--- src/rtl/cpu_defs.sv ---
// rtl/cpu_defs.sv - shared definitions for the divider sequencer
package cpu_defs;

    localparam int DIV_DW = 32;

    typedef enum logic [1:0] {
        DIV_IDLE  = 2'd0,
        DIV_ISSUE = 2'd1,
        DIV_WAIT  = 2'd2,
        DIV_DONE  = 2'd3
    } div_state_t;

    // IP result word carries the quotient in the upper half, remainder in the lower
    function automatic logic [DIV_DW-1:0] dout_quo(input logic [2*DIV_DW-1:0] dout);
        return dout[2*DIV_DW-1:DIV_DW];
    endfunction

    function automatic logic [DIV_DW-1:0] dout_rem(input logic [2*DIV_DW-1:0] dout);
        return dout[DIV_DW-1:0];
    endfunction

endpackage

--- src/rtl/div_ctrl_if.sv ---
// rtl/div_ctrl_if.sv - operand/result stream handshakes to the signed and unsigned divider IPs
interface div_ctrl_if;
    import cpu_defs::*;

    logic                  s_dvd_tvalid;
    logic                  s_dvs_tvalid;
    logic                  u_dvd_tvalid;
    logic                  u_dvs_tvalid;
    logic                  s_dvd_tready;
    logic                  s_dvs_tready;
    logic                  u_dvd_tready;
    logic                  u_dvs_tready;
    logic [DIV_DW-1:0]     dvd_tdata;
    logic [DIV_DW-1:0]     dvs_tdata;
    logic                  s_dout_tvalid;
    logic                  u_dout_tvalid;
    logic                  s_dout_tready;
    logic                  u_dout_tready;
    logic [2*DIV_DW-1:0]   s_dout_tdata;
    logic [2*DIV_DW-1:0]   u_dout_tdata;

    modport master (
        output s_dvd_tvalid, s_dvs_tvalid, u_dvd_tvalid, u_dvs_tvalid,
        output dvd_tdata, dvs_tdata, s_dout_tready, u_dout_tready,
        input  s_dvd_tready, s_dvs_tready, u_dvd_tready, u_dvs_tready,
        input  s_dout_tvalid, u_dout_tvalid, s_dout_tdata, u_dout_tdata
    );

    modport slave (
        input  s_dvd_tvalid, s_dvs_tvalid, u_dvd_tvalid, u_dvs_tvalid,
        input  dvd_tdata, dvs_tdata, s_dout_tready, u_dout_tready,
        output s_dvd_tready, s_dvs_tready, u_dvd_tready, u_dvs_tready,
        output s_dout_tvalid, u_dout_tvalid, s_dout_tdata, u_dout_tdata
    );

endinterface

--- src/rtl/div_axis_chan.sv ---
// rtl/div_axis_chan.sv - one operand channel: holds tvalid until accepted, then remembers acceptance
module div_axis_chan (
    input  logic clk,
    input  logic resetn,
    input  logic arm,
    input  logic tready,
    output logic tvalid,
    output logic accepted
);

    always_ff @(posedge clk or negedge resetn) begin
        if (!resetn) begin
            tvalid   <= 1'b0;
            accepted <= 1'b0;
        end else if (arm) begin
            tvalid   <= 1'b1;
            accepted <= 1'b0;
        end else if (tvalid && tready) begin
            tvalid   <= 1'b0;
            accepted <= 1'b1;
        end
    end

endmodule

--- src/rtl/div_ctrl.sv ---
// rtl/div_ctrl.sv - sequences one EX div/mod request through the signed or unsigned divider IP
module div_ctrl
    import cpu_defs::*;
(
    input  logic              clk,
    input  logic              resetn,
    input  logic              div_req,
    input  logic              div_signed,
    input  logic              div_mod,
    input  logic [DIV_DW-1:0] src1,
    input  logic [DIV_DW-1:0] src2,
    input  logic              ex_leave,
    input  logic              flush,
    div_ctrl_if.master        ip,
    output logic              div_done,
    output logic [DIV_DW-1:0] div_result,
    output logic              busy
);

    div_state_t        state;
    div_state_t        state_nxt;
    logic              sel_signed;
    logic              sel_mod;
    logic              killed;
    logic [DIV_DW-1:0] dvd_q;
    logic [DIV_DW-1:0] dvs_q;

    logic              accept;
    logic              dvd_tvalid, dvs_tvalid;
    logic              dvd_acc, dvs_acc;
    logic              dvd_tready, dvs_tready;
    logic              dvd_done, dvs_done;
    logic                dout_tvalid;
    logic [2*DIV_DW-1:0] dout_tdata;
    logic              dout_fire;

    assign accept      = (state == DIV_IDLE) && div_req && !flush;
    assign dvd_tready  = sel_signed ? ip.s_dvd_tready : ip.u_dvd_tready;
    assign dvs_tready  = sel_signed ? ip.s_dvs_tready : ip.u_dvs_tready;
    assign dout_tvalid = sel_signed ? ip.s_dout_tvalid : ip.u_dout_tvalid;
    assign dout_tdata  = sel_signed ? ip.s_dout_tdata  : ip.u_dout_tdata;
    assign dout_fire   = (state == DIV_WAIT) && dout_tvalid;

    // A channel counts as done in the very cycle its handshake happens
    assign dvd_done = dvd_acc || (dvd_tvalid && dvd_tready);
    assign dvs_done = dvs_acc || (dvs_tvalid && dvs_tready);

    div_axis_chan u_dvd_chan (
        .clk      (clk),
        .resetn   (resetn),
        .arm      (accept),
        .tready   (dvd_tready),
        .tvalid   (dvd_tvalid),
        .accepted (dvd_acc)
    );

    div_axis_chan u_dvs_chan (
        .clk      (clk),
        .resetn   (resetn),
        .arm      (accept),
        .tready   (dvs_tready),
        .tvalid   (dvs_tvalid),
        .accepted (dvs_acc)
    );

    always_ff @(posedge clk or negedge resetn) begin
        if (!resetn) begin
            state <= DIV_IDLE;
        end else begin
            state <= state_nxt;
        end
    end

    always_comb begin
        state_nxt = state;
        case (state)
            DIV_IDLE: begin
                if (accept) begin
                    state_nxt = DIV_ISSUE;
                end
            end
            DIV_ISSUE: begin
                if (dvd_done && dvs_done) begin
                    state_nxt = DIV_WAIT;
                end
            end
            DIV_WAIT: begin
                // A cancelled request still drains the IP result before idling
                if (dout_tvalid) begin
                    state_nxt = (killed || flush) ? DIV_IDLE : DIV_DONE;
                end
            end
            DIV_DONE: begin
                if (ex_leave || flush) begin
                    state_nxt = DIV_IDLE;
                end
            end
            default: state_nxt = DIV_IDLE;
        endcase
    end

    always_ff @(posedge clk or negedge resetn) begin
        if (!resetn) begin
            sel_signed <= 1'b0;
            sel_mod    <= 1'b0;
            killed     <= 1'b0;
            dvd_q      <= '0;
            dvs_q      <= '0;
            div_result <= '0;
        end else begin
            if (accept) begin
                sel_signed <= div_signed;
                sel_mod    <= div_mod;
                killed     <= 1'b0;
                dvd_q      <= src1;
                dvs_q      <= src2;
            end else if (flush && (state == DIV_ISSUE || state == DIV_WAIT)) begin
                killed <= 1'b1;
            end
            if (dout_fire) begin
                div_result <= sel_mod ? dout_rem(dout_tdata) : dout_quo(dout_tdata);
            end
        end
    end

    assign ip.s_dvd_tvalid  = dvd_tvalid && sel_signed;
    assign ip.s_dvs_tvalid  = dvs_tvalid && sel_signed;
    assign ip.u_dvd_tvalid  = dvd_tvalid && !sel_signed;
    assign ip.u_dvs_tvalid  = dvs_tvalid && !sel_signed;
    assign ip.dvd_tdata     = dvd_q;
    assign ip.dvs_tdata     = dvs_q;
    assign ip.s_dout_tready = (state == DIV_WAIT) && sel_signed;
    assign ip.u_dout_tready = (state == DIV_WAIT) && !sel_signed;

    assign div_done = (state == DIV_DONE) && !killed;
    assign busy     = (state != DIV_IDLE);

endmodule

--- src/flat_wrapper.sv ---
// flat-port wrapper written by rule: the top's interface ports become plain ports
module div_ctrl_flat import cpu_defs::*;
  (clk, resetn, div_req, div_signed, div_mod, src1, src2, ex_leave, flush, div_done, div_result, busy, ip_s_dvd_tvalid, ip_s_dvs_tvalid, ip_u_dvd_tvalid, ip_u_dvs_tvalid, ip_dvd_tdata, ip_dvs_tdata, ip_s_dout_tready, ip_u_dout_tready, ip_s_dvd_tready, ip_s_dvs_tready, ip_u_dvd_tready, ip_u_dvs_tready, ip_s_dout_tvalid, ip_u_dout_tvalid, ip_s_dout_tdata, ip_u_dout_tdata);
  div_ctrl_if ip_i ();
  input  logic clk;
  input  logic resetn;
  input  logic div_req;
  input  logic div_signed;
  input  logic div_mod;
  input  logic [DIV_DW-1:0] src1;
  input  logic [DIV_DW-1:0] src2;
  input  logic ex_leave;
  input  logic flush;
  output logic div_done;
  output logic [DIV_DW-1:0] div_result;
  output logic busy;
  output wire logic [$bits(ip_i.s_dvd_tvalid)-1:0] ip_s_dvd_tvalid;
  output wire logic [$bits(ip_i.s_dvs_tvalid)-1:0] ip_s_dvs_tvalid;
  output wire logic [$bits(ip_i.u_dvd_tvalid)-1:0] ip_u_dvd_tvalid;
  output wire logic [$bits(ip_i.u_dvs_tvalid)-1:0] ip_u_dvs_tvalid;
  output wire logic [$bits(ip_i.dvd_tdata)-1:0] ip_dvd_tdata;
  output wire logic [$bits(ip_i.dvs_tdata)-1:0] ip_dvs_tdata;
  output wire logic [$bits(ip_i.s_dout_tready)-1:0] ip_s_dout_tready;
  output wire logic [$bits(ip_i.u_dout_tready)-1:0] ip_u_dout_tready;
  input wire logic [$bits(ip_i.s_dvd_tready)-1:0] ip_s_dvd_tready;
  input wire logic [$bits(ip_i.s_dvs_tready)-1:0] ip_s_dvs_tready;
  input wire logic [$bits(ip_i.u_dvd_tready)-1:0] ip_u_dvd_tready;
  input wire logic [$bits(ip_i.u_dvs_tready)-1:0] ip_u_dvs_tready;
  input wire logic [$bits(ip_i.s_dout_tvalid)-1:0] ip_s_dout_tvalid;
  input wire logic [$bits(ip_i.u_dout_tvalid)-1:0] ip_u_dout_tvalid;
  input wire logic [$bits(ip_i.s_dout_tdata)-1:0] ip_s_dout_tdata;
  input wire logic [$bits(ip_i.u_dout_tdata)-1:0] ip_u_dout_tdata;
  assign ip_s_dvd_tvalid = ip_i.s_dvd_tvalid;
  assign ip_s_dvs_tvalid = ip_i.s_dvs_tvalid;
  assign ip_u_dvd_tvalid = ip_i.u_dvd_tvalid;
  assign ip_u_dvs_tvalid = ip_i.u_dvs_tvalid;
  assign ip_dvd_tdata = ip_i.dvd_tdata;
  assign ip_dvs_tdata = ip_i.dvs_tdata;
  assign ip_s_dout_tready = ip_i.s_dout_tready;
  assign ip_u_dout_tready = ip_i.u_dout_tready;
  assign ip_i.s_dvd_tready = ip_s_dvd_tready;
  assign ip_i.s_dvs_tready = ip_s_dvs_tready;
  assign ip_i.u_dvd_tready = ip_u_dvd_tready;
  assign ip_i.u_dvs_tready = ip_u_dvs_tready;
  assign ip_i.s_dout_tvalid = ip_s_dout_tvalid;
  assign ip_i.u_dout_tvalid = ip_u_dout_tvalid;
  assign ip_i.s_dout_tdata = ip_s_dout_tdata;
  assign ip_i.u_dout_tdata = ip_u_dout_tdata;
  div_ctrl u_core (.clk(clk), .resetn(resetn), .div_req(div_req), .div_signed(div_signed), .div_mod(div_mod), .src1(src1), .src2(src2), .ex_leave(ex_leave), .flush(flush), .ip(ip_i), .div_done(div_done), .div_result(div_result), .busy(busy));
endmodule
--- config.mk ---
export PLATFORM = sky130hd
export DESIGN_NAME = div_ctrl_flat
export DESIGN_NICKNAME = d
export VERILOG_FILES = /design/src/rtl/cpu_defs.sv /design/src/rtl/div_ctrl_if.sv /design/src/rtl/div_axis_chan.sv /design/src/rtl/div_ctrl.sv /design/src/flat_wrapper.sv
export SDC_FILE = /design/constraint.sdc
export NUM_CORES = 1
export LEC_CHECK = 0
export CAP_MARGIN = 20
export CORE_AREA = 2 2 132 121
export DETAILED_ROUTE_END_ITERATION = 6
export DIE_AREA = 0 0 134 123
export MAX_ROUTING_LAYER = met4
export PLACE_DENSITY = 0.74
export SLEW_MARGIN = 20
export SYNTH_ARGS = -nofsm -noshare
export SYNTH_HDL_FRONTEND = slang
export SYNTH_SLANG_ARGS = --single-unit
--- constraint.sdc ---
create_clock -name clk -period 1.5 [get_ports clk]
set_input_delay 0.45 -clock clk [delete_from_list [all_inputs] [get_ports clk]]
set_output_delay 0.45 -clock clk [all_outputs]
set_load 0.005 [all_outputs]
======== Word level (Yosys, flattened, before mapping) ========
Cells that the tools add are included.
storage, ports and cells
  register bits after elaboration ......... 105
  word-level logic and storage cells ...... 67
  bits of input ports ..................... 205
operators by class
  equality and inequality tests ........... 7
  multiplexer cells ....................... 21
  reductions and logical operators ........ 28
operators by type and width
  kind                                                                      count
  64-bit 2-to-1 mux                                                         1
  32-bit 2-to-1 mux                                                         1
  1-bit logical AND                                                         14
  1-bit 2-to-1 mux                                                          13
  2-bit 2-to-1 mux                                                          5
  2-bit by 1-bit inequality test with 1-bit output (second input constant)  4
  2-bit case mux with 4 select lines                                        1
  2-bit nonzero test                                                        4
  1-bit logical OR                                                          5
  2-bit equality test (second input constant)                               2
  4-bit AND reduction                                                       1
  1-bit zero test                                                           3
  2-bit by 1-bit equality test with 1-bit output (second input constant)    1
  2-bit zero test                                                           1

======== Logic depth before layout (Yosys ltp) ========
Gate-level depths: netlist of the first run.
  depth after elaboration ................. 6
  gate-level depth with buffers ........... 9

======== Hierarchy ========
From an unflattened synthesis of the first run, not the netlist that was laid out.
unflattened totals
  cells, all modules ...................... 299
  area, all modules ....................... 4937.2 µm²
by module, submodules not included
  module         area an instance (µm²)  instances  cells each  sequential area each (µm²)
  div_ctrl       4797.1                  1          287         2527.4
  div_axis_chan  70.1                    2          6           50.0

======== Worst setup path before layout of the first run ========
Ideal clock, no wire load.
  path type ............................... reg2reg
  start ................................... register u_core.state[0]
  end ..................................... register u_core.dvd_q[13], in the netlist u_core.ip.dvd_tdata[13]
  stages on the path, launching flop included .. 10
  path slack .............................. -0.115 ns
  arrival time ............................ 1.498 ns
  path buffers ............................ 3
  clock period less this slack ............ 1.615 ns
  cell sequence ........................... dfrtp_1 > inv_1 > ha_1 > inv_1 > or2_1 > clkbuf_1 > buf_2 > buf_2 > nand2_1 > nand2_1
between the ends
  cells in the longest elaborated chain, start to end .. 3
ends and longest elaborated chain
  element                         line             text
  start: declaration              div_ctrl.sv:20   div_state_t state;
  start signal: assignment        div_ctrl.sv:70   state <= state_nxt;
  2-bit zero test                 div_ctrl.sv:37   assign accept = (state == DIV_IDLE) && div_req && !flush;
  1-bit logical AND (2 in a row)  div_ctrl.sv:37
  end signal: assignment          div_ctrl.sv:115  dvd_q <= src1;
  end: declaration                div_ctrl.sv:25   logic [DIV_DW-1:0] dvd_q;
Every way passes these cells.
A chain may end at the register's enable or synchronous reset.

======== Worst setup path in the final report of the first run ========
  start ................................... register u_core.state[0]
  end ..................................... register u_core.dvd_q[20], in the netlist u_core.ip.dvd_tdata[20]
The elaborated chain is that of the path after synthesis.

==> flow_metrics.env, run 1 <==
export IMPL_r2r_setup_slack_ns=-0.38
export IMPL_num_vias=5307
export IMPL_grt_pass1_vias=5688
export IMPL_worst_slack_ns=-0.383
export IMPL_drv_cap=0
export IMPL_skew_ns=0.00764
export IMPL_r2r_start="u_core.state[0]"
export IMPL_drt_initial_drc_count=261
export IMPL_drive_gt1_frac=0.453
export IMPL_total_leakage_power_uw=0.00527
export IMPL_startpoint_type="flip-flop"
export IMPL_finalCritPeriodShare=1.26
export IMPL_crit_arrival_ns=2.18
export IMPL_dieArea_um2=16500
export IMPL_overflow=0
export IMPL_grt_max_degree=33
export IMPL_wire_per_inst_um=20.8
export IMPL_cts_sinks=105
export IMPL_synth_nets=654
export IMPL_dp_hpwl_um=13100
export IMPL_ys_seq_elements=105
export IMPL_worstPathRequired_ns=1.80
export IMPL_cts_tree="done"
export IMPL_power_density_nw_per_um2=1720
export IMPL_finalSetupViolCount=113
export IMPL_numPortBuffers=308
export IMPL_wl_um=22600
export IMPL_first_pass_iters=4
export IMPL_synth_area_um2=5070
export IMPL_holdBufCountCts=0
export IMPL_synth_simple_area_share=0.173
export IMPL_drc_errors=0
export IMPL_crit_path_end_kind="flip-flop"
export IMPL_clk_latency_ns=0.35
export IMPL_cts_path_max_buffers=2
export IMPL_avgSynthCellArea_um2=11.4
export IMPL_htreeDepth=3
export IMPL_relSlewSlack=0.722
export IMPL_whs_ns=0.0160
export IMPL_routabilityCongestion=0.896
export IMPL_fp_coreArea_um2=15100
export IMPL_initial_core_util=0.335
export IMPL_fp_dieH_um=123
export IMPL_final_max_slew_viol_count=0
export IMPL_sequential_cell_area_um2=2630
export IMPL_seq_area_frac_synth=0.518
export IMPL_stdcell_area_um2=11000
export IMPL_synth_cell_type_count=30
export IMPL_dpl_worst_slack_ns=-0.519
export IMPL_crit_type="reg -> reg"
export IMPL_track_usage=0.264
export IMPL_min_path_type="in -> async"
export IMPL_dpl_instance_area_um2=8570
export IMPL_rows=43
export IMPL_fmax_mhz=531
export IMPL_status="finished, violations left"
export IMPL_hold_viol=0
export IMPL_vdd_drop_max_mv=0.871
export IMPL_clk_pin_slew_worst_paths_ns=0.08
export IMPL_cts_root_buf="clkbuf_16"
export IMPL_synth_compound_area_frac=0.00889
export IMPL_violations="negative setup slack"
export IMPL_grt_setup_unrepaired="true"
export IMPL_cts_inserted_buffers=9
export IMPL_synthCells=444
export IMPL_synthMuxAreaShare=0.244
export IMPL_cp_startpoint="u_core.state[0]"
export IMPL_path_max_fanout=5
export IMPL_yosysWarnings=0
export IMPL_vias_per_cell=4.88
export IMPL_ios=309
export IMPL_multi_input_area_um2=3010
export IMPL_areaGrowthSynthToFinish_pct=117
export IMPL_worstMarginPinSlew_ns=0.418
export IMPL_period_needed_ns=1.88
export IMPL_antenna_found_initial=1
export IMPL_grt_pass1_wl_um=31700
export IMPL_final_nets=1090
export IMPL_ant_nets=0
export IMPL_synth_fa_ha_area_frac=0.0123
export IMPL_fp_dieW_um=134
export IMPL_filler_cell_count=976
export IMPL_synth_top_family_by_area="multiplexers"
export IMPL_synthXorXnorAreaFrac=0
## cells in the final DEF, fill, tap and decap left out, drive strengths merged, types with 3 or more instances in the layout
cell type and instances:
ha 5, nand2 203, and2 3, buf 148
clkbuf 14, mux2i 4, clkdlybuf4s15 46, dfrtp 105
nor2b 4, inv 10, clkdlybuf4s50 203, mux2 32
mux4 32, nor2 12, dlygate4sd2 50
## final timing paths
path                                                 to  depth (start not counted)
min in group clk                u_core.ip.dvs_tdata[30]                          2
worst min-delay path            u_core.ip.dvs_tdata[15]                          1
worst min register to register  u_core.ip.dvs_tdata[30]                          2
worst max register to register  u_core.ip.dvd_tdata[20]                         13
worst max-delay path            u_core.ip.dvd_tdata[20]                         13
max in group asynchronous          u_core.div_result[8]                          2
## synthesized netlist by cell type, drive strengths merged
cell | instances | area share
mux2 | 32 | 0.093
and2 | 3 | 0.0037
o21ai | 2 | 0.0020
ha | 5 | 0.012
or2 | 1 | 0.0012
mux2i | 4 | 0.0086
a21oi | 2 | 0.0020
dfrtp | 105 | 0.52
a41oi | 1 | 0.0017
a31oi | 1 | 0.0012
nand2b | 2 | 0.0025
a222oi | 1 | 0.0020
mux4 | 32 | 0.14
and3 | 1 | 0.0012
nor2 | 12 | 0.0094
nor2b | 4 | 0.0049
nand2 | 203 | 0.15
inv | 5 | 0.0037
buf | 18 | 0.032
clkbuf | 10 | 0.0077
## timing repair
item | 4_1_cts | 5_1_grt
gates cloned | 21 | 4
resized for setup | 261 | 206
setup endpoints to repair | 206 | 166
pin swaps | 101 | 84
setup buffers | 63 | 37
endpoints found under the hold margin | 0 | 0
## kinds of logic (layout without fill, tap and decap cells)
family,after synthesis,in the layout
buffers and inverters,33,473
multiplexers,68,68
flip-flops,105,105
other,0,1
adder cells (fa/ha/maj),5,5
AND/OR/NAND/NOR,226,227
AO/OA/AOI/OAI,7,7
## stage by stage
step / setup TNS, ns / std cells / utilization / total power (uW)
final: -29.76 / 1088 / 0.729 / 19000
after detailed placement: -42.22 / 957 / 0.567 / 13000
after global placement: -39.06 / 957 / 0.567 / 12800
after floorplan: -0.368 / 444 / - / 8750
after CTS: -25.51 / 1056 / 0.675 / 17000
after global routing: -34.16 / 1088 / 0.729 / 20000
## flip-flops by register name, indices dropped and copies added (netlist names)
register / cells
u_core.u_dvs_chan.tvalid: 1
u_core.ip.dvs_tdata: 32
u_core.u_dvd_chan.tvalid: 1
u_core.sel_signed: 1
u_core.sel_mod: 1
u_core.u_dvs_chan.accepted: 1
u_core.div_result: 32
u_core.killed: 1
u_core.ip.dvd_tdata: 32
u_core.state: 2
u_core.u_dvd_chan.accepted: 1
## worst max-delay path, cell delays in order (launching register included)
cell	delay, ns
dfrtp_1	0.44
inv_2	0.10
buf_6	0.12
ha_4	0.15
inv_4	0.04
buf_6	0.11
buf_6	0.11
nor2_4	0.13
buf_12	0.15
buf_8	0.11
buf_12	0.11
buf_16	0.13
nand2_2	0.05
nand2_1	0.07
## layer usage
| metal | part of all wire | GRT usage | vias up |
|---|---|---|---|
| met5 | 0 | - | - |
| met4 | 0.028 | 0.104 | 0 |
| met3 | 0.080 | 0.0791 | 49 |
| met2 | 0.55 | 0.461 | 272 |
| met1 | 0.35 | 0.284 | 2636 |
| li1 | - | - | 2350 |
## layout make-up
class | count | share of cell area
inverter | 5 | 0.00216
clock inverter | 7 | 0.00636
sequential | 105 | 0.239
multi-input combinational | 307 | 0.273
clock buffer | 9 | 0.0204
timing repair buffer | 452 | 0.436
antenna | 1 | 0.000227
tap | 202 | 0.0229
## power breakdown
| part | internal (uW) | switching [uW] |
|---|---|---|
| Sequential | 4210 | 898 |
| Combinational | 7090 | 4410 |
| Clock | 1180 | 1190 |
| Total | 12500 | 6500 |
Power figures use the tool's default switching activity.
==> inputs of run 2 (changes only) <==
--- a/config.mk
+++ b/config.mk
@@ -5,7 +5,7 @@
 export SDC_FILE = /design/constraint.sdc
 export NUM_CORES = 1
 export LEC_CHECK = 0
-export CAP_MARGIN = 20
+export CAP_MARGIN = 30
 export CORE_AREA = 2 2 132 121
 export DETAILED_ROUTE_END_ITERATION = 6
 export DIE_AREA = 0 0 134 123
==> results of run 2 <==
Same layout as run 1: the final DEF is identical, and so are final timing and power.
